==> src/rtl/fetch_pkg.sv <==
// Shared types for the instruction fetch stage: FSM states, buffer entry layout
// and the canonical NOP encoding.
package fetch_pkg;

    typedef enum logic [1:0] {
        IDLE = 2'd0,
        REQ  = 2'd1,
        WAIT = 2'd2,
        DROP = 2'd3
    } fetch_state_t;

    typedef struct packed {
        logic [31:0] pc;
        logic [31:0] inst;
    } fetch_entry_t;

    localparam logic [31:0] INST_NOP = 32'h0000_0013;

endpackage

==> src/rtl/fetch_buffer.sv <==
// Two-entry in-order instruction buffer; slot0 is always the head.
module fetch_buffer
    import fetch_pkg::*;
#(
    parameter int unsigned DEPTH = 2
) (
    input  logic         clk,
    input  logic         rst_n,
    input  logic         push,
    input  fetch_entry_t push_entry,
    input  logic         pop,
    input  logic         flush,
    output logic [1:0]   count,
    output logic         head_valid,
    output fetch_entry_t head
);

    localparam logic [1:0] FULL = 2'(DEPTH);

    fetch_entry_t slot0;
    fetch_entry_t slot1;
    logic         do_push;
    logic         do_pop;

    assign do_pop  = pop && (count != 2'd0);
    assign do_push = push && ((count != FULL) || do_pop);

    always_ff @(posedge clk or negedge rst_n) begin
        if (!rst_n) begin
            count <= '0;
            slot0 <= '0;
            slot1 <= '0;
        end else if (flush) begin
            count <= '0;
        end else begin
            case ({do_push, do_pop})
                2'b10: begin
                    if (count == 2'd0) slot0 <= push_entry;
                    else               slot1 <= push_entry;
                    count <= count + 2'd1;
                end
                2'b01: begin
                    slot0 <= slot1;
                    count <= count - 2'd1;
                end
                2'b11: begin
                    // Simultaneous push/pop: the new entry lands behind whatever remains.
                    if (count == 2'd1) begin
                        slot0 <= push_entry;
                    end else begin
                        slot0 <= slot1;
                        slot1 <= push_entry;
                    end
                end
                default: ;
            endcase
        end
    end

    assign head_valid = (count != 2'd0);
    assign head       = slot0;

endmodule

==> src/rtl/fetch_stage.sv <==
// Instruction fetch stage: single-outstanding memory requester feeding a 2-entry buffer.
// Optional FETCH_STATS_EN adds a 32-bit fetch_count of consumed instructions.
module fetch_stage
    import fetch_pkg::*;
#(
    parameter logic [31:0] RESET_PC = 32'h0000_0000,
    parameter int unsigned oplen    = 7,
    parameter int unsigned DEPTH    = 2
) (
    input  logic             clk,
    input  logic             rst_n,
    output logic             imem_req_valid,
    output logic [31:0]      imem_addr,
    input  logic             imem_req_ready,
    input  logic             imem_rsp_valid,
    input  logic [31:0]      imem_rsp_data,
    input  logic             redirect_valid,
    input  logic [31:0]      redirect_pc,
    output logic             inst_valid,
    input  logic             inst_ready,
    output logic [31:0]      inst,
    output logic [31:0]      inst_pc,
    output logic [oplen-1:0] op,
    output logic [2:0]       funct3,
    output logic [6:0]       funct7
`ifdef FETCH_STATS_EN
    ,
    output logic [31:0]      fetch_count
`endif
);

    localparam logic [1:0] DEPTH_C = 2'(DEPTH);

    fetch_state_t state;
    logic [31:0]  pc;
    logic [31:0]  req_pc;
    logic [1:0]   count;
    logic [1:0]   count_after;
    logic         push;
    logic         pop;
    logic         outstanding_after;
    fetch_entry_t head;

    assign pop  = inst_valid && inst_ready;
    assign push = imem_rsp_valid && (state == WAIT) && !redirect_valid;
    assign count_after = count + {1'b0, push} - {1'b0, pop};

    // A request is still in flight past this edge unless its response lands now.
    assign outstanding_after = (((state == WAIT) || (state == DROP)) && !imem_rsp_valid)
                             || ((state == REQ) && imem_req_ready);

    always_ff @(posedge clk or negedge rst_n) begin
        if (!rst_n) begin
            state          <= IDLE;
            pc             <= RESET_PC;
            req_pc         <= '0;
            imem_req_valid <= 1'b0;
        end else if (redirect_valid) begin
            pc <= redirect_pc;
            if (outstanding_after) begin
                state          <= DROP;
                imem_req_valid <= 1'b0;
            end else begin
                state          <= REQ;
                imem_req_valid <= 1'b1;
            end
        end else begin
            case (state)
                IDLE: begin
                    if (count < DEPTH_C) begin
                        state          <= REQ;
                        imem_req_valid <= 1'b1;
                    end
                end
                REQ: begin
                    if (imem_req_ready) begin
                        req_pc         <= pc;
                        pc             <= pc + 32'd4;
                        state          <= WAIT;
                        imem_req_valid <= 1'b0;
                    end
                end
                WAIT: begin
                    if (imem_rsp_valid) begin
                        if (count_after < DEPTH_C) begin
                            state          <= REQ;
                            imem_req_valid <= 1'b1;
                        end else begin
                            state          <= IDLE;
                        end
                    end
                end
                DROP: begin
                    if (imem_rsp_valid) begin
                        state          <= REQ;
                        imem_req_valid <= 1'b1;
                    end
                end
            endcase
        end
    end

    assign imem_addr = pc;

    fetch_buffer #(
        .DEPTH(DEPTH)
    ) u_buffer (
        .clk        (clk),
        .rst_n      (rst_n),
        .push       (push),
        .push_entry ('{pc: req_pc, inst: imem_rsp_data}),
        .pop        (pop),
        .flush      (redirect_valid),
        .count      (count),
        .head_valid (inst_valid),
        .head       (head)
    );

    assign inst    = head.inst;
    assign inst_pc = head.pc;
    assign op      = oplen'(head.inst[6:0]);
    assign funct3  = head.inst[14:12];
    assign funct7  = head.inst[31:25];

`ifdef FETCH_STATS_EN
    always_ff @(posedge clk or negedge rst_n) begin
        if (!rst_n)   fetch_count <= '0;
        else if (pop) fetch_count <= fetch_count + 32'd1;
    end
`endif

endmodule

==> config.mk <==
export PLATFORM = sky130hd
export DESIGN_NAME = fetch_stage
export DESIGN_NICKNAME = d
export VERILOG_FILES = /design/src/rtl/fetch_pkg.sv /design/src/rtl/fetch_buffer.sv /design/src/rtl/fetch_stage.sv
export SDC_FILE = /design/constraint.sdc
export NUM_CORES = 1
export LEC_CHECK = 0
export ABC_AREA = 1
export BUFFER_PORTS_ARGS = -buffer_cell sky130_fd_sc_hd__buf_4
export CAP_MARGIN = 20
export CORE_ASPECT_RATIO = 0.9
export CORE_MARGIN = 5
export CORE_UTILIZATION = 60
export DETAILED_ROUTE_END_ITERATION = 12
export PLACE_DENSITY = 0.86
export SLEW_MARGIN = 20
export SYNTH_ARGS = -nofsm -noshare
export SYNTH_HDL_FRONTEND = slang
export SYNTH_SLANG_ARGS = --single-unit
==> constraint.sdc <==
create_clock -name clk -period 5 [get_ports clk]
set_clock_uncertainty 0.2 [all_clocks]
set_input_delay 1 -clock clk [delete_from_list [all_inputs] [get_ports clk]]
set_output_delay 1 -clock clk [all_outputs]
set_load 0.02 [all_outputs]
* Yosys cells after proc, flatten, opt, wreduce, memory -nomap -nowiden
Cells that the tools add are included.
Cells by class: $add $sub $neg 5, $lt $le $gt $ge 2, equality and inequality tests 16, muxes and demuxes 27, bitwise logic cells 1, reductions and logical operators 26
Operators with widths (number):
- $mux W64 | 4
- $pmux W64 S3 | 1
- $pmux W64 S2 | 1
- $mux W32 | 3
- $add A32 B3 Y32 const B | 1
- $mux W2 | 7
- $ne A3 B3 Y1 const B | 4
- $eq A2 B2 Y1 const B | 4
- $mux W1 | 8
- $pmux W2 S4 | 1
- $reduce_and A4 Y1 | 2
- $reduce_bool A2 Y1 | 4
- $logic_and A1 B1 Y1 | 7
- $eq A2 B1 Y1 const B | 3
- $ne A2 B2 Y1 const B | 3
- $reduce_and A3 Y1 | 2
- $reduce_bool A3 Y1 | 2
- $reduce_and A5 Y1 | 1
- $logic_not A2 Y1 | 2
- $lt A2 B2 Y1 const B | 2
- $pmux W1 S4 | 1
- $pmux W2 S2 | 1
- $logic_or A1 B1 Y1 | 3
- $ne A3 B2 Y1 const B | 1
- other kinds (8) | 9
Word-level totals: flip-flop bits (word level) 197, bits of input ports 70, output and inout bits 115

* Depth between registers and ports, before layout
Gate-level depths: netlist of run 1.
depth in word-level cells 10, depth in mapped cells 14, depth with buffers taken out 13

* By module
From an unflattened synthesis of run 1, not the netlist that was laid out.
Second synthesis, totals: cells, all modules 1308, area, all modules 9860.7 µm²
Modules (own cells, without submodules):
- fetch_buffer | instances 1, cells each 798, area an instance 6062.1 µm²
- fetch_stage | instances 1, cells each 510, area an instance 3798.6 µm²

* Least setup slack after synthesis of run 1
Ideal clock, no wire load.
kind input-to-reg, start input inst_ready, end register imem_req_valid, arrival time 2132 ps, setup slack 2542 ps, stages 10, path buffers 1, path through nand2_1 inv_2 clkbuf_1 ha_1 xnor2_1 o21ai_0 nand3_1 nand2_1 nand2_1 o21ai_0
Between the ends: cells in the longest elaborated chain, start to end 5
Ends and longest elaborated chain:
- start: declaration | RTL line fetch_stage.sv:20 | input logic inst_ready,
- $logic_and A1 B1 Y1 | RTL line fetch_stage.sv:44 | assign pop = inst_valid && inst_ready;
- $sub A2 B1 Y2 | RTL line fetch_stage.sv:46 | assign count_after = count + {1'b0, push} - {1'b0, pop};
- $lt A2 B2 Y1 | RTL line fetch_stage.sv:85 | if (count_after < DEPTH_C) begin
- $ne A3 B2 Y1 (no source line)
- $reduce_and A5 Y1 (no source line)
- end signal: assignment | RTL line fetch_stage.sv:57 | imem_req_valid <= 1'b0;
- end signal: assignment | RTL line fetch_stage.sv:87 | imem_req_valid <= 1'b1;
- end signal: assignment | RTL line fetch_stage.sv:96 | imem_req_valid <= 1'b1;
- end: declaration | RTL line fetch_stage.sv:12 | output logic imem_req_valid,
Every way passes these cells. A chain may end at the register's enable or synchronous reset.

* Final worst setup path of run 1
start input redirect_valid, end register u_buffer.slot1[44] in the netlist's numbering
Between the ends: cells in the longest elaborated chain, start to end 6, elaborated cells on any way between the ends 11
Ends and longest elaborated chain:
- start: declaration | RTL line fetch_stage.sv:17 | input logic redirect_valid,
- $logic_not A1 Y1 | RTL line fetch_stage.sv:45 | assign push = imem_rsp_valid && (state == WAIT) && !redirect_valid;
- $logic_and A1 B1 Y1 | RTL line fetch_stage.sv:45
- $logic_and A1 B1 Y1 | RTL line fetch_buffer.sv:26 | assign do_push = push && ((count != FULL) || do_pop);
- $eq A2 B2 Y1 | RTL line fetch_buffer.sv:36 | case ({do_push, do_pop})
- $ne A2 B2 Y1 (no source line) or $reduce_bool A2 Y1 (tied branches)
- $reduce_and A4 Y1 (no source line)
- end signal: assignment | RTL line fetch_buffer.sv:39 | else slot1 <= push_entry;
- end signal: assignment | RTL line fetch_buffer.sv:52 | slot1 <= push_entry;
- end: declaration | RTL line fetch_buffer.sv:21 | fetch_entry_t slot1;
Parallel ways exist; a longest one is shown, timed or not.

==> results by group, run 1 <==
Yosys
  – Number of flops mapped to enable cells by yosys: 0
  – Yosys warning total: 0
  – Xor-xnor portion of the synthesized cell area: 0.00538
  – Complex-gate fraction of the synthesized area: 0.0491
  – Syn_nets: 1,341
  – Sequential fraction of the synthesis area: 0.505
  – Fraction of the mapped netlist area in simple logic gates: 0.344
  – Main synth FF type: dfrtp_1
  – FFs w/ async S/R, synth: 1.00
  – Combined area of all synthesized cells: 0.00977 sq mm
  – Synthesized area divided by synthesized cell count: 7.72 sq um
  – Most area-hungry cell type in the Yosys netlist: dfrtp_1
  – Synth Register Bits: 197
  – Adder and majority cell fraction of the synthesized area: 0.00640
  – Synth cell types: 33
  – Synthesized instance count: 1,266
  – Fraction of post-synthesis cell area in the top cell type by area: 0.505
  – Cell types occupying the most area after synthesis: dfrtp_1 50%, nand2_1 22%, nand3_1 7.5%
  – Combinational family with the most area after synthesis: simple AND/OR/NAND/NOR gates
  – Share of synthesized area spent on multiplexers: 0

Clock tree
  – Maximum root-to-sink buffer count: 2
  – Buffers inserted by post-CTS timing repair: 0
  – Hold Buf Count CTS: 0
  – Root buffer cell: clkbuf_16
  – Number of sinks handled by clock tree synthesis: 197
  – Reg clk slew, reported paths: 0.07 ns
  – Count of H-tree levels built during CTS: 4
  – Clock tree from TritonCTS: yes
  – TritonCTS buffer count: 17
  – Post-CTS Resized: 0
  – Clk_lat worst skew: 0.43 ns

STA
  – Final setup violating endpoints: 0
  – Setup TNS Final: 0 ns
  – RSZ-0062 raised after global routing: false
  – Number of pins with negative max-slew slack in the final report: 0
  – Number of hold violations in the final report: 0
  – Relative slew slack: 0.372
  – Timing-limited maximum frequency: 296 MHz
  – Final worst setup slack: 1.62 ns
  – Final Cycle Share: 0.676
  – Post-Route Hold Slack: 0.276 ns
  – Min Tclk post-route: 3.38 ns
  – Transition time at the pin with the least slew margin: 0.938 ns

Floorplanning
  – Die Wd: 145 um
  – Die area: 0.0189 sq mm
  – Count of boundary I/O pins: 185
  – Overall die height: 131 um
  – Initial Util: 0.608
  – Core Region: 0.0161 sq mm
  – Site row count: 44

Min path
  – Class of the worst hold path: reg -> reg

Placement
  – Detailed-placement wirelength estimate: 16,900 um
  – Count of buffers from port buffering: 184
  – Dpl cell area: 0.0109 sq mm
  – Final weighted congestion of routability-driven global placement: 0.885
  – Pre-CTS WS: 1.26 ns

Status
  – Result of the run: finished, final reports clean

Power
  – Leakage power total: 6.19 nW
  – Total internal power: 3.88 mW
  – Worst vdd rail ir drop: 0.000352 V
  – Sequential Power Share: 0.417
  – Part of the total power dissipated in combinational logic: 0.391
  – Clk pwr share: 0.192
  – Switching power as a share of total power: 0.406
  – Power Dens Cells: 572 mW/mm^2
  – Switching power summed over all nets: 2.65 mW

Layout
  – Final design area excluding fillers: 0.0114 sq mm
  – Proportion of layout cells with a drive suffix above 1: 0.176
  – Synth-to-layout area growth: 16.8%
  – Layout net count: 1,468
  – Antenna cells: 0

Routing
  – Drt wl/cell: 16.2 um
  – Remaining antenna violation count after routing: 0
  – WL final: 26,200 um
  – Vias per Instance: 5.58
  – First-pass iteration count of the detailed router: 7
  – Count of vias placed by the detailed router: 8,988
  – Remaining design rule violation count: 0
  – First-iteration detailed-routing DRC count: 789

GRT
  – Number of global-route vias before repair: 8,513
  – Antenna violations before repair: 0
  – Total grt overflow: 0
  – Largest net degree at the start of global routing: 117
  – Total Routing Usage GR: 0.277
  – First-pass GRT wire length: 41,900 um

Setup path
  – Worst endpoint data arrival time: 3.51 ns
  – Kind of start point of the critical path: input port
  – Worst Path Required: 5.13 ns
  – Highest net fanout along the worst path: 82
  – Nature of the critical path endpoint: flop
  – Crit path kind: in -> reg

Flow run
  – # Max-Cap Violations: 0
synth_stat cells (9+ instances only):
| master | n |
|---|---|
| a21oi_1 | 17 |
| nand3_1 | 147 |
| nand2_1 | 579 |
| o21ai_1 | 18 |
| nand4_1 | 13 |
| buf_6 | 22 |
| o21ai_0 | 44 |
| buf_4 | 28 |
| nor2_1 | 52 |
| buf_2 | 26 |
| inv_2 | 9 |
| inv_1 | 60 |
| dfrtp_1 | 197 |
worst max-delay path, stage by stage:
cell     delay, ns
buf_4         0.23
nor3_4        0.28
nand2_2       0.08
nand2_2       0.08
nand2_2       0.53
nand2_4       0.96
nand2_1       0.15
o21ai_1       0.14
final timing paths:
check	startpoint	end	slack, ns	cells past startpoint
min in group asynchronous	rst_n	u_buffer.slot1[20]	0.52	1
min reg2reg	u_buffer.slot1[5]	u_buffer.slot1[5]	0.28	2
max reg2reg	u_buffer.count[0]	u_buffer.slot1[44]	1.63	9
max	redirect_valid	u_buffer.slot1[44]	1.62	8
min	u_buffer.slot1[5]	u_buffer.slot1[5]	0.28	2
max in group asynchronous	rst_n	u_buffer.slot1[34]	3.13	2
sequential cells by signal (all words and copies together) (netlist names):
name and cells:
imem_addr 32, imem_req_valid 1, req_pc 32, state 2
u_buffer.count 2, u_buffer.head 64, u_buffer.slot1 64
power groups by stage:
stage	Combinational [mW]	Clock [mW]	Sequential, mW
2_1_floorplan	1.38	0	2.99
3_3_place_gp	2.46	0	2.70
3_5_place_dp	2.54	0	2.72
4_1_cts	2.56	1.26	2.71
5_1_grt	2.81	1.33	2.79
6_report	2.55	1.26	2.72
cells by family after synthesis:
kind of cell,Yosys count
AND/OR/NAND/NOR,814
flip-flops,197
buffers and inverters,154
AO/OA/AOI/OAI,90
XOR/XNOR,6
adder cells (fa/ha/maj),5
cell type report:
cell class | count | area, sq um
clock buffer | 24 | 482
clock inverter | 7 | 48.8
fill | 1243 | 4670
inverter | 69 | 260
multi-input combinational | 915 | 3970
sequential | 197 | 4930
tap | 207 | 259
timing repair buffer | 193 | 1460
stage by stage:
| step | utilization | power (mW) | std cells |
|---|---|---|---|
| global placement | 0.676 | 5.16 | 1581 |
| CTS | 0.709 | 6.54 | 1612 |
| finish | 0.710 | 6.53 | 1612 |
| global route | 0.710 | 6.93 | 1612 |
| detailed placement | 0.676 | 5.26 | 1581 |
| floorplan | - | 4.36 | 1266 |
layout by cell type (no fill, tap or decap), drive strengths merged:
master,Yosys,layout
nand2,584,584
dfrtp,197,197
buf,77,192
nand3,148,148
inv,69,69
o21ai,62,62
nor2,59,59
clkbuf,8,25
a21oi,18,18
nand4,13,13
o211ai,7,7
nand3b,6,6
ha,5,5
xor2,4,4
clkinvlp,0,4
clkinv,0,3
nor3,3,3
xnor2,2,2
nor3b,1,1
o21bai,1,1
o221ai,1,1
a31oi,1,1
metal layers:
layer | vias up | GRT usage | share of wire
met5 | - | 0 | 0
met4 | 0 | 0.0762 | 0.017
met3 | 42 | 0.0624 | 0.094
met2 | 459 | 0.428 | 0.46
met1 | 4240 | 0.398 | 0.43
li1 | 4247 | - | -
Note: power is estimated with default switching activity, not from simulation.
==> inputs of run 2 (changes only) <==
--- a/config.mk
+++ b/config.mk
@@ -10,9 +10,9 @@
 export CAP_MARGIN = 20
 export CORE_ASPECT_RATIO = 0.9
 export CORE_MARGIN = 5
-export CORE_UTILIZATION = 60
+export CORE_UTILIZATION = 51
 export DETAILED_ROUTE_END_ITERATION = 12
-export PLACE_DENSITY = 0.86
+export PLACE_DENSITY = 0.78
 export SLEW_MARGIN = 20
 export SYNTH_ARGS = -nofsm -noshare
 export SYNTH_HDL_FRONTEND = slang
==> constraint.sdc (replaced) <==
create_clock -name clk -period 2.9 [get_ports clk]
set_clock_uncertainty 0.2 [all_clocks]
set_input_delay 0.58 -clock clk [delete_from_list [all_inputs] [get_ports clk]]
set_output_delay 0.58 -clock clk [all_outputs]
set_load 0.02 [all_outputs]
==> run 2 against run 1 <==
Net effect:
- total power is 80% higher
- first-iteration DRC count decreased by 14%
- global-route usage fell by 3.8 points
- sequential cell count unchanged
- die area increased by 16%
- setup slack lost 1.0 ns
- combinational power increased by 73%
- largest power group unchanged
- highest routed layer unchanged
==> results by group, run 2 (synthesis gave the netlist of run 1 again) <==
STA
  – Final Cycle Share: 0.785
  – Relative slew slack: 0.526 (+0.154)
  – Setup TNS Final: 0 ns (unchanged)
  – Timing-limited maximum frequency: 439 MHz
  – Transition time at the pin with the least slew margin: 0.711 ns (-0.227 ns)
  – Number of pins with negative max-slew slack in the final report: 0 (unchanged)
  – Min Tclk post-route: 2.28 ns
  – Final setup violating endpoints: 0 (unchanged)
  – RSZ-0062 raised after global routing: false
  – Number of hold violations in the final report: 0 (unchanged)

Power
  – Switching power summed over all nets: 4.59 mW (+73%)
  – Worst vdd rail ir drop: 0.000523 V (+49%)
  – Clk pwr share: 0.225 (+0.033)
  – Switching power as a share of total power: 0.390 (-0.0162)
  – Leakage power total: 6.36 nW (+2.8%)
  – Sequential Power Share: 0.399 (-0.018)
  – Total internal power: 7.18 mW (+85%)
  – Part of the total power dissipated in combinational logic: 0.375 (-0.016)
  – Power Dens Cells: 999 mW/mm^2 (+75%)

Status
  – Result of the run: finished, final reports clean

Placement
  – Detailed-placement wirelength estimate: 17,800 um (+5.1%)
  – DP Cell Count: 1,636 (+3.5%)
  – Count of buffers from port buffering: 184 (unchanged)
  – Final weighted congestion of routability-driven global placement: 0.892 (+0.86%)

Floorplanning
  – Die area: 0.0220 sq mm (+16%)
  – Count of boundary I/O pins: 185 (unchanged)
  – Die Wd: 156 um (+7.9%)
  – Initial Util: 0.513 (-0.0946)
  – Site row count: 48 (+9.1%)
  – Core Region: 0.0190 sq mm (+18%)
  – Overall die height: 141 um (+7.8%)

Layout
  – Layout net count: 1,481 (+0.89%)
  – Antenna cells: 0 (unchanged)
  – Commonest cells after routing, fill and taps aside: 577 x nand2_1, 197 x dfrtp_1, 197 x buf_4
  – Area occupied by multi-input gates: 0.00397 sq mm (unchanged)
  – Number of standard cells in the layout, taps in and fillers out: 1,669 (+3.5%)
  – Synth-to-layout area growth: 20.6%
  – Register area: 0.00493 sq mm (unchanged)
  – Proportion of layout cells with a drive suffix above 1: 0.185 (+0.00954)
  – Fill cells: 1,663 (+34%)
  – Leading cell type in the layout, fill and taps excluded: nand2_1

Routing
  – Drt wl/cell: 15.7 um (-3.4%)
  – WL final: 26,200 um (unchanged)
  – Vias per Instance: 5.31 (-4.7%)
  – Remaining design rule violation count: 0 (unchanged)
  – First-iteration detailed-routing DRC count: 682 (-14%)
  – Count of vias placed by the detailed router: 8,868 (-1.3%)
  – Remaining antenna violation count after routing: 0 (unchanged)
  – First-pass iteration count of the detailed router: 5 (-2)

Clock tree
  – Root buffer cell: clkbuf_16
  – Post-CTS Resized: 0 (unchanged)
  – Number of sinks handled by clock tree synthesis: 197 (unchanged)
  – Maximum root-to-sink buffer count: 2 (unchanged)
  – Buffers inserted by post-CTS timing repair: 0 (unchanged)
  – Reg clk slew, reported paths: 0.07 ns (about the same)
  – TritonCTS buffer count: 17 (unchanged)
  – Clock tree from TritonCTS: yes
  – Clk_lat worst skew: 0.43 ns (about the same)
  – Count of H-tree levels built during CTS: 4 (unchanged)

Setup path
  – Critical R2R Launch: u_buffer.count[1]
  – Kind of start point of the critical path: flop
  – Crit path kind: reg -> reg
  – Worst endpoint data arrival time: 2.45 ns (-1.06 ns)
  – Highest net fanout along the worst path: 46 (-44%)
  – Worst setup path start: u_buffer.count[1]
  – R2R Setup Slk: 0.62 ns (-1.01 ns)
  – Worst Path Required: 3.07 ns (-2.06 ns)
  – Nature of the critical path endpoint: flop

GRT
  – First-pass GRT wire length: 43,000 um (+2.6%)
  – Largest net degree at the start of global routing: 65 (-44%)
  – Number of global-route vias before repair: 8,471 (-0.49%)
  – Total grt overflow: 0 (unchanged)
  – Total Routing Usage GR: 0.239 (-0.0379)
  – Antenna violations before repair: 0 (unchanged)

Flow run
  – # Max-Cap Violations: 0 (unchanged)

Min path
  – Class of the worst hold path: in -> reg
  – Hold wc startpoint: redirect_pc[1]
run 2: cell type report:
type                       instances  share of cell area
clock buffer                      21              0.0399
clock inverter                    11              0.0165
inverter                          69              0.0220
multi-input combinational        915               0.337
sequential                       197               0.418
tap                              250              0.0266
timing repair buffer             206               0.139
run 2: repair_timing:
| action | CTS | global route |
|---|---|---|
| hold buffers | 1 | 0 |
| endpoints found under the setup margin | 0 | 0 |
| hold endpoints to repair | 58 | 0 |
run 2: critical path, stage by stage, from the launching register on:
cell	delay, ns
dfrtp_1	0.44
inv_1	0.09
ha_1	0.25
inv_2	0.08
nand2_1	0.11
inv_2	0.13
nand2_2	0.09
nand2_2	0.09
buf_4	0.46
nand3_1	0.15
nand2_1	0.10
run 2: worst paths after layout:
| kind | cells after the start | to |
|---|---|---|
| min | 3 | imem_addr[1] |
| min in group asynchronous | 2 | u_buffer.head[21] |
| max in group asynchronous | 3 | u_buffer.slot1[11] |
| max | 10 | u_buffer.slot1[0] |
| max reg2reg | 10 | u_buffer.slot1[0] |
| min reg2reg | 2 | u_buffer.slot1[8] |
run 2: routing by layer:
layer  up-vias  share of wire  GRT usage
met3        34          0.087     0.0561
met2       389           0.45      0.362
met1      4181           0.44      0.347
li1       4264              -          -
met5         -              0          0
met4         0          0.018     0.0649
run 2: stage by stage:
| stage | instance area, sq um | setup WS (ns) | power [mW] | util | hold slack (ns) |
|---|---|---|---|---|---|
| floorplan | 9770 | 0.627 | 7.53 | - | 0.0844 |
| global placement | 11100 | 0.635 | 9.02 | 0.583 | 0.254 |
| detailed placement | 11100 | 0.595 | 9.15 | 0.583 | 0.260 |
| CTS | 11800 | 0.648 | 11.8 | 0.619 | 0.141 |
| global route | 11800 | 0.407 | 12.5 | 0.619 | 0.139 |
| finish | 11800 | 0.623 | 11.8 | 0.619 | 0.143 |
run 2: power groups by stage:
stage | Clock [mW] | Sequential, mW | Combinational [mW]
final | 2.65 | 4.70 | 4.42
after global placement | 0 | 4.70 | 4.31
after detailed placement | 0 | 4.72 | 4.42
after floorplan | 0 | 5.15 | 2.37
after global routing | 2.81 | 4.85 | 4.88
after CTS | 2.68 | 4.69 | 4.45
